--- src/rtl/hazard_ctrl_pkg.sv ---
// Shared types and constants for the IF/ID hazard controller.
package pipe_pkg;
  typedef enum logic {IDLE = 1'b0, BUSY = 1'b1} mdu_state_t;

  localparam logic [4:0]  REG_ZERO  = 5'd0;
  localparam logic [31:0] NOP       = 32'h0;
  localparam int          CNT_W_DEF = 16;
  localparam int          MDU_CNT_W = 4;
endpackage

--- src/rtl/hazard_ctrl_if.sv ---
// Decode/execute hazard inputs and pipeline-control outputs of hazard_ctrl.
interface hazard_ctrl_if #(parameter int CNT_W = 16);
  logic             IDEX_MemRead;
  logic [4:0]       IDEX_Rt;
  logic [4:0]       IFID_Rs;
  logic [4:0]       IFID_Rt;
  logic             IFID_UsesRt;
  logic             IFID_MduOp;
  logic             IFID_ReadsHiLo;
  logic             branch_taken;
  logic             jump;
  logic             imem_ready;
  logic             PCWrite;
  logic             IFIDWrite;
  logic             IFID_flush;
  logic             IDEX_bubble;
  logic             mdu_start;
  logic             mdu_busy;
  logic [CNT_W-1:0] stall_cycles;
  logic [CNT_W-1:0] flush_count;

  modport master (
    output IDEX_MemRead, IDEX_Rt, IFID_Rs, IFID_Rt, IFID_UsesRt, IFID_MduOp,
           IFID_ReadsHiLo, branch_taken, jump, imem_ready,
    input  PCWrite, IFIDWrite, IFID_flush, IDEX_bubble, mdu_start, mdu_busy,
           stall_cycles, flush_count
  );

  modport slave (
    input  IDEX_MemRead, IDEX_Rt, IFID_Rs, IFID_Rt, IFID_UsesRt, IFID_MduOp,
           IFID_ReadsHiLo, branch_taken, jump, imem_ready,
    output PCWrite, IFIDWrite, IFID_flush, IDEX_bubble, mdu_start, mdu_busy,
           stall_cycles, flush_count
  );
endinterface

--- src/rtl/hazard_ctrl_sat_counter.sv ---
// Saturating up-counter with synchronous active-high clear.
module sat_counter #(
  parameter int W = 16
) (
  input  logic         clock,
  input  logic         reset,
  input  logic         i_inc,
  output logic [W-1:0] o_count
);
  logic [W-1:0] r_count;

  always_ff @(posedge clock) begin
    if (reset)                        r_count <= '0;
    else if (i_inc && (r_count != '1)) r_count <= r_count + 1'b1;
  end

  assign o_count = r_count;
endmodule

--- src/rtl/hazard_ctrl.sv ---
// IF/ID hazard controller: load-use and MDU stalls, redirect flushes,
// imem-wait NOP insertion, MDU occupancy tracking and perf counters.
module hazard_ctrl
  import pipe_pkg::*;
#(
  parameter int MDU_LATENCY = 4,
  parameter int CNT_W       = CNT_W_DEF
) (
  input logic         clock,
  input logic         reset,
  hazard_ctrl_if.slave hif
);
  mdu_state_t           r_state, w_state_nxt;
  logic [MDU_CNT_W-1:0] r_mdu_cnt, w_cnt_nxt;

  logic w_load_use, w_mdu_hazard, w_stall_id, w_redirect, w_mdu_start;
  logic w_stall_inc, w_flush_inc;

  assign w_load_use = hif.IDEX_MemRead && (hif.IDEX_Rt != REG_ZERO) &&
                      ((hif.IDEX_Rt == hif.IFID_Rs) ||
                       (hif.IFID_UsesRt && (hif.IDEX_Rt == hif.IFID_Rt)));
  assign w_mdu_hazard = (r_state == BUSY) && (hif.IFID_MduOp || hif.IFID_ReadsHiLo);
  assign w_stall_id   = w_load_use || w_mdu_hazard;
  assign w_redirect   = hif.branch_taken || hif.jump;
  assign w_mdu_start  = !reset && (r_state == IDLE) && hif.IFID_MduOp && !w_stall_id;

  // MDU FSM: state register
  always_ff @(posedge clock) begin
    if (reset) begin
      r_state   <= IDLE;
      r_mdu_cnt <= '0;
    end else begin
      r_state   <= w_state_nxt;
      r_mdu_cnt <= w_cnt_nxt;
    end
  end

  // MDU FSM: next state; the counter holds the remaining busy cycles minus one
  always_comb begin
    w_state_nxt = r_state;
    w_cnt_nxt   = r_mdu_cnt;
    case (r_state)
      IDLE: if (w_mdu_start) begin
        w_state_nxt = BUSY;
        w_cnt_nxt   = MDU_CNT_W'(MDU_LATENCY - 1);
      end
      BUSY: if (r_mdu_cnt == '0) w_state_nxt = IDLE;
            else                 w_cnt_nxt   = r_mdu_cnt - 1'b1;
      default: w_state_nxt = IDLE;
    endcase
  end

  // Outputs: stall beats redirect beats imem wait, so a redirect is never lost
  always_comb begin
    hif.PCWrite     = 1'b1;
    hif.IFIDWrite   = 1'b1;
    hif.IFID_flush  = 1'b0;
    hif.IDEX_bubble = 1'b0;
    if (reset) begin
      hif.PCWrite     = 1'b0;
      hif.IFIDWrite   = 1'b0;
      hif.IFID_flush  = 1'b1;
      hif.IDEX_bubble = 1'b1;
    end else if (w_stall_id) begin
      hif.PCWrite     = 1'b0;
      hif.IFIDWrite   = 1'b0;
      hif.IDEX_bubble = 1'b1;
    end else if (w_redirect) begin
      hif.IFID_flush  = 1'b1;
    end else if (!hif.imem_ready) begin
      hif.PCWrite     = 1'b0;
      hif.IFID_flush  = 1'b1;
    end
    hif.mdu_start = w_mdu_start;
    hif.mdu_busy  = !reset && (r_state == BUSY);
  end

  assign w_stall_inc = w_stall_id || (!hif.imem_ready && !w_redirect);
  assign w_flush_inc = !w_stall_id && w_redirect;

  sat_counter #(.W(CNT_W)) u_stall_cnt (
    .clock  (clock),
    .reset  (reset),
    .i_inc  (w_stall_inc),
    .o_count(hif.stall_cycles)
  );

  sat_counter #(.W(CNT_W)) u_flush_cnt (
    .clock  (clock),
    .reset  (reset),
    .i_inc  (w_flush_inc),
    .o_count(hif.flush_count)
  );
endmodule

--- src/flat_wrapper.sv ---
// flat-port wrapper written by rule: the top's interface ports become plain ports
module hazard_ctrl_flat import pipe_pkg::*;
#(
  parameter int MDU_LATENCY = 4,
  parameter int CNT_W       = CNT_W_DEF
)
  (clock, reset, hif_IDEX_MemRead, hif_IDEX_Rt, hif_IFID_Rs, hif_IFID_Rt, hif_IFID_UsesRt, hif_IFID_MduOp, hif_IFID_ReadsHiLo, hif_branch_taken, hif_jump, hif_imem_ready, hif_PCWrite, hif_IFIDWrite, hif_IFID_flush, hif_IDEX_bubble, hif_mdu_start, hif_mdu_busy, hif_stall_cycles, hif_flush_count);
  hazard_ctrl_if #(.CNT_W(CNT_W)) hif_i ();
  input logic clock;
  input logic reset;
  input wire logic [$bits(hif_i.IDEX_MemRead)-1:0] hif_IDEX_MemRead;
  input wire logic [$bits(hif_i.IDEX_Rt)-1:0] hif_IDEX_Rt;
  input wire logic [$bits(hif_i.IFID_Rs)-1:0] hif_IFID_Rs;
  input wire logic [$bits(hif_i.IFID_Rt)-1:0] hif_IFID_Rt;
  input wire logic [$bits(hif_i.IFID_UsesRt)-1:0] hif_IFID_UsesRt;
  input wire logic [$bits(hif_i.IFID_MduOp)-1:0] hif_IFID_MduOp;
  input wire logic [$bits(hif_i.IFID_ReadsHiLo)-1:0] hif_IFID_ReadsHiLo;
  input wire logic [$bits(hif_i.branch_taken)-1:0] hif_branch_taken;
  input wire logic [$bits(hif_i.jump)-1:0] hif_jump;
  input wire logic [$bits(hif_i.imem_ready)-1:0] hif_imem_ready;
  output wire logic [$bits(hif_i.PCWrite)-1:0] hif_PCWrite;
  output wire logic [$bits(hif_i.IFIDWrite)-1:0] hif_IFIDWrite;
  output wire logic [$bits(hif_i.IFID_flush)-1:0] hif_IFID_flush;
  output wire logic [$bits(hif_i.IDEX_bubble)-1:0] hif_IDEX_bubble;
  output wire logic [$bits(hif_i.mdu_start)-1:0] hif_mdu_start;
  output wire logic [$bits(hif_i.mdu_busy)-1:0] hif_mdu_busy;
  output wire logic [$bits(hif_i.stall_cycles)-1:0] hif_stall_cycles;
  output wire logic [$bits(hif_i.flush_count)-1:0] hif_flush_count;
  assign hif_i.IDEX_MemRead = hif_IDEX_MemRead;
  assign hif_i.IDEX_Rt = hif_IDEX_Rt;
  assign hif_i.IFID_Rs = hif_IFID_Rs;
  assign hif_i.IFID_Rt = hif_IFID_Rt;
  assign hif_i.IFID_UsesRt = hif_IFID_UsesRt;
  assign hif_i.IFID_MduOp = hif_IFID_MduOp;
  assign hif_i.IFID_ReadsHiLo = hif_IFID_ReadsHiLo;
  assign hif_i.branch_taken = hif_branch_taken;
  assign hif_i.jump = hif_jump;
  assign hif_i.imem_ready = hif_imem_ready;
  assign hif_PCWrite = hif_i.PCWrite;
  assign hif_IFIDWrite = hif_i.IFIDWrite;
  assign hif_IFID_flush = hif_i.IFID_flush;
  assign hif_IDEX_bubble = hif_i.IDEX_bubble;
  assign hif_mdu_start = hif_i.mdu_start;
  assign hif_mdu_busy = hif_i.mdu_busy;
  assign hif_stall_cycles = hif_i.stall_cycles;
  assign hif_flush_count = hif_i.flush_count;
  hazard_ctrl #(.MDU_LATENCY(MDU_LATENCY), .CNT_W(CNT_W)) u_core (.clock(clock), .reset(reset), .hif(hif_i));
endmodule
--- config.mk ---
export PLATFORM = sky130hd
export DESIGN_NAME = hazard_ctrl_flat
export DESIGN_NICKNAME = d
export VERILOG_FILES = /design/src/rtl/hazard_ctrl_pkg.sv /design/src/rtl/hazard_ctrl_if.sv /design/src/rtl/hazard_ctrl_sat_counter.sv /design/src/rtl/hazard_ctrl.sv /design/src/flat_wrapper.sv
export SDC_FILE = /design/constraint.sdc
export NUM_CORES = 1
export LEC_CHECK = 0
export ABC_AREA = 0
export CAP_MARGIN = 30
export CORE_MARGIN = 3
export CORE_UTILIZATION = 40
export CTS_CLUSTER_SIZE = 24
export DETAILED_ROUTE_END_ITERATION = 8
export GPL_TIMING_DRIVEN = 0
export PLACE_DENSITY = 0.66
export SLEW_MARGIN = 15
export SYNTH_ARGS = -nofsm -noshare
export SYNTH_HDL_FRONTEND = slang
export SYNTH_SLANG_ARGS = --single-unit
export TNS_END_PERCENT = 5
--- constraint.sdc ---
create_clock -name clock -period 4.75 [get_ports clock]
set_input_delay 0.475 -clock clock [delete_from_list [all_inputs] [get_ports clock]]
set_output_delay 0.475 -clock clock [all_outputs]
set_load 0.005 [all_outputs]
; ---- After elaboration in Yosys (flattened, before gate mapping)
; Index checks and enable logic that the tools add are counted.
[op_classes]
add_sub_neg = 3
eq_ne = 6
muxes = 18
n_bitwise = 1
n_reduce_logical = 24
[ops]
columns = cell, count
row1 = "adder 16 x 1 -> 16 bit, second input constant", 2
row2 = "inequality test 16 bit, second input constant", 2
row3 = 2-to-1 mux 1 bit, 14
row4 = logical AND 1 bit, 12
row5 = == test 5 bit, 2
row6 = 2-to-1 mux 4 bit, 2
row7 = one-hot mux 4 bit (2 select lines), 1
row8 = logical OR 1 bit, 5
row9 = nonzero test 5 bit, 1
row10 = zero test 1 bit, 4
row11 = zero test 4 bit, 1
row12 = "inequality test 2 bit, second input constant", 2
row13 = "subtractor 4 x 1 -> 4 bit, second input constant", 1
row14 = one-hot mux 1 bit (2 select lines), 1
row15 = AND reduction 2 bit, 1
row16 = inverter 1 bit, 1
[word_totals]
register_bits = 37
word_cells = 56

; ---- Longest topological paths before layout
[logic_depth]
ltp_word = 9
ltp_mapped = 9
mapped_depth_nobuf = 7

; ---- Modules after synthesis
; A second synthesis with hierarchy kept.
[hier_totals]
cells_unflattened = 259
area_unflattened_um2 = 2159.6
[modules_own_cells]
columns = module, instances, cells_per_inst, area_per_inst_um2, seq_area_each_um2
row1 = sat_counter, 2, 99, 848.3, 320.3
row2 = hazard_ctrl, 1, 61, 462.9, 100.1

; ---- Worst setup path after synthesis
; Ideal clock, no wire load.
[synth_timing]
kind = input to output
from = input hif_IDEX_Rt[0]
to = output hif_mdu_start
arrival_ns = 1.787
slack_ns = 2.488
cell_stages = 7
path_buffers = 1
path_cell_list = or4_4 > o21ai_4 > o21ai_2 > buf_2 > nor2_1 > inv_1 > nor2_1
[synth_via]
elab_chain_cells = 7
[synth_rtl]
columns = element, line
row1 = "start, declared", flat_wrapper.sv:12  ; input wire logic [$bits(hif_i.IDEX_Rt)-1:0] hif_IDEX_Rt;
row2 = == test 5 bit, hazard_ctrl.sv:21  ; (hif.IFID_UsesRt && (hif.IDEX_Rt == hif.IFID_Rt)));
row3 = logical AND 1 bit, hazard_ctrl.sv:21
row4 = logical OR 1 bit, hazard_ctrl.sv:20  ; ((hif.IDEX_Rt == hif.IFID_Rs) ||
row5 = logical AND 1 bit (*), hazard_ctrl.sv:19  ; assign w_load_use = hif.IDEX_MemRead && (hif.IDEX_Rt != REG_ZERO) &&
row6 = logical OR 1 bit (*), hazard_ctrl.sv:23  ; assign w_stall_id = w_load_use || w_mdu_hazard;
row7 = zero test 1 bit (*), hazard_ctrl.sv:25  ; assign w_mdu_start = !reset && (r_state == IDLE) && hif.IFID_MduOp && !w_stall_id;
row8 = logical AND 1 bit (*), hazard_ctrl.sv:25
row9 = "end, declared", flat_wrapper.sv:25  ; output wire logic [$bits(hif_i.mdu_start)-1:0] hif_mdu_start;
; Mark *: on every way between the ends. The rest lies on a longest branch, timed or not.

; ---- Worst setup path in the final report
; Same ends and word-level chain as after synthesis.

==> flow_summary.toml <==
[status]
status = "finished clean"

[synthesis]
synth-edff-count = 0
synth.largest_area_cell = "dfxtp_1"
synth_flop_cell = "dfxtp_1"
syn_nets = 278
synth_most_common_cell = "dfxtp_1"
syn-cell-area_um2 = 2047
ys_ff_latch = 37
yosysWarningCount = 0
yosysSeqAreaShare_pct = 36.19
synth_commonest_cells = "37 x dfxtp_1, 34 x a21oi_1, 17 x or3_1, 15 x nand3_1, 14 x nand2_1"
syn_area_per_cell_um2 = 8.155
synth_top_area_share_pct = 36.19
async_flop_share_pct = 0
synthCells = 251
synth_area_leaders = "dfxtp_1 36%, a21oi_1 8.3%, or3_1 5.2%"
yosysUniqueCellTypes = 42

[worst_hold_path]
holdPathStages = 1
hp-class = "reg -> reg"
min_to = "u_core.r_mdu_cnt[1]"
worstHoldStart = "u_core.r_mdu_cnt[1]"

[critical_path]
rrSetupSlack_ns = 2.15
worstRegToRegCells = 9
reg2reg_from = "u_core.u_stall_cnt.o_count[0]"
cp.required_ns = 4.28
arrival_ns = 2.88
crit_path_end_kind = "output pin"
crit_chain = "clkdlybuf4s50_1 -> or4_4 -> o21ai_4 -> o21ai_2 -> buf_2 -> nor2_1 -> inv_1 -> nor2_1 -> clkdlybuf4s50_1"
cp_max_fo = 10
crit_buf_inv = 4
r2r-end = "u_core.u_stall_cnt.o_count[1]"
critPathSlowestCell = "or4_4"
path_class = "in -> out"
crit_family = "buffers and inverters"
start_kind = "input port"
max_stage_delay_ns = 0.57

[clock_tree]
max-clock-path-buffers = 2
h-tree-depth = 2
worstSkewPairLatency_ns = 0.29
cts_tree = "yes"
cts-buffers-inserted = 5
ctsHoldBuffers = 0
cts.sinks = 37
postCtsSetupRepairBufs = 0
ctsResizeCount = 0
clkTransAtPathRegs_ns = 0.07
root_buffer = "clkbuf_8"

[cells_and_area]
fillers = 459
final_area_um2 = 2858
antenna_cells = 0
fin_nets = 346
layout-drive-gt1-share_pct = 5.938
syn2layout_area_growth_pct = 39.61

[place]
portBuffers = 61
post-dp-hpwl_mm = 4.096
gp_congestion = 0.7886
place_area_um2 = 2741

[run]
cap_violations = 0

[floorplan]
io_pins = 62
rows = 25
coreArea_um2 = 4848
die_w_um = 77.54
start_util_pct = 42.22
die_area_um2 = 6012
die-height_um = 77.54

[grt]
grt_pass1_vias = 1998
grt_max_degree = 12
grt_pass1_wl_mm = 9.404
overflow = 0
grt_usage_pct = 18.99
grt_antenna_before_repair = 0

[timing]
hold_viol_final = 0
setup_viol = 0
tightest_slew_ns = 0.6927
final.setup.tns_ns = 0
fin_crit_sh_pct = 70.55
slew_violations = 0
maxSlewHeadroom_pct = 53.47
fin_skew_ns = 0.005343
rsz0062_at_grt = "false"
fmax_mhz = 298.4
min_period_ns = 3.351

[detailed_routing]
vias = 2161
routedWlPerCell_um = 14.41
antenna_left = 0
drc = 0
firstDrtPassIters = 4
wl_mm = 5.578
drtIter0Drc = 114
vias_per_cell = 5.584

[pwr]
p_leak_nw = 0.9095
power.density_nw_per_um2 = 253.4
vdd_drop_max_uv = 120.8
cells by family after synthesis:
kind of cell | count (synthesis) | synth area share [%]
AOI/OAI and AO/OA | 82 | 25.06
and+or+nand+nor | 93 | 26.10
buffers and inverters | 23 | 5.134
xor gates and xnor gates | 11 | 4.706
DFF | 37 | 36.19
muxes | 2 | 0.9780
adders and majority gates | 3 | 1.834
worst register-to-register path: stages, from the launching register on:
cell and delay [ns]:
dfxtp_1 0.42, ha_1 0.23, inv_1 0.08, nor3_1 0.59
a32oi_1 0.19, a21oi_1 0.25, buf_2 0.25, buf_4 0.21
mux2i_1 0.22, nor2_1 0.05
sequential cells by signal (all words and copies together), names as in the netlist:
signal,cells
u_core.r_mdu_cnt,4
u_core.r_state,1
u_core.u_flush_cnt.o_count,16
u_core.u_stall_cnt.o_count,16
worst max-delay path by stage:
| stage | startpoint | to | cells past startpoint |
|---|---|---|---|
| after global placement | hif_IDEX_Rt[0] | hif_mdu_start | 9 |
| after CTS | hif_IDEX_Rt[0] | hif_mdu_start | 9 |
| after detailed placement | hif_IDEX_Rt[0] | hif_mdu_start | 9 |
| final | hif_IDEX_Rt[0] | hif_mdu_start | 9 |
| after global routing | hif_IDEX_Rt[0] | hif_mdu_start | 9 |
| after floorplan | hif_IDEX_Rt[0] | hif_mdu_start | 7 |
placed cells by master (no fill, tap or decap), drive strengths merged:
cell type      Yosys  layout
xnor2             10      10
or3               17      17
ha                 3       3
or4               14      14
and2               2       2
nand4b             1       1
buf                6       6
xor2               1       1
nand2b             3       3
o21a               4       4
o22ai              1       1
nor2b              2       2
o21ai             20      20
o31ai             14      14
or2                2       2
a31oi              2       2
nand3             15      15
inv               10      10
bufinv             0       1
nand4              3       3
a211oi             2       2
dfxtp             37      37
a32oi              1       1
o32ai              1       1
nor2               9       9
a311oi             1       1
clkdlybuf4s50      0      61
a21o               1       1
and4               3       3
mux2i              2       2
nand2             14      14
o22a               1       1
clkbuf             7      14
a21oi             34      34
and3               6       6
nor3               2       2
where the power goes:
part / switching [W] / internal, W / total [W] / leakage (nW)
sequential: 0.00000995 / 0.000317 / 0.000327 / 0.299
clock: 0.000109 / 0.000171 / 0.000281 / 0.0585
combinational: 0.0000571 / 0.0000596 / 0.000117 / 0.552
metal layers:
layer  routed length, µm  vias to the layer above  track usage (%)
li1                    -                     1080                -
met1                2694                     1012            25.32
met2                2488                       63            29.88
met3                 335                        6            4.756
met4                  59                        0            6.406
met5                   0                        -                0
per-stage QoR:
| stage | util [%] | hold WS [ns] | instances | worst slack (ns) | total power, W |
|---|---|---|---|---|---|
| after CTS | 58.94 | 0.5030 | 387 | 1.404 | 0.0007330 |
| after global placement | 56.54 | 0.4842 | 379 | 1.399 | 0.0004502 |
| after floorplan | - | 0.4635 | 251 | 2.488 | 0.0003929 |
| final | 58.94 | 0.5058 | 387 | 1.399 | 0.0007243 |
| after detailed placement | 56.54 | 0.4874 | 379 | 1.412 | 0.0004508 |
| after global routing | 58.94 | 0.5356 | 387 | 1.244 | 0.0007589 |
cell type report:
type | instances | area [µm²] | area share, %
tap | 67 | 83.83 | 2.933
clock buffer | 7 | 86.33 | 3.021
clock inverter | 1 | 30.03 | 1.051
inverter | 10 | 37.54 | 1.313
buffer | 13 | 67.56 | 2.364
sequential | 37 | 740.7 | 25.92
multi-input combinational | 191 | 1201 | 42.03
timing repair buffer | 61 | 610.6 | 21.37
(Power assumes the default switching activity.)
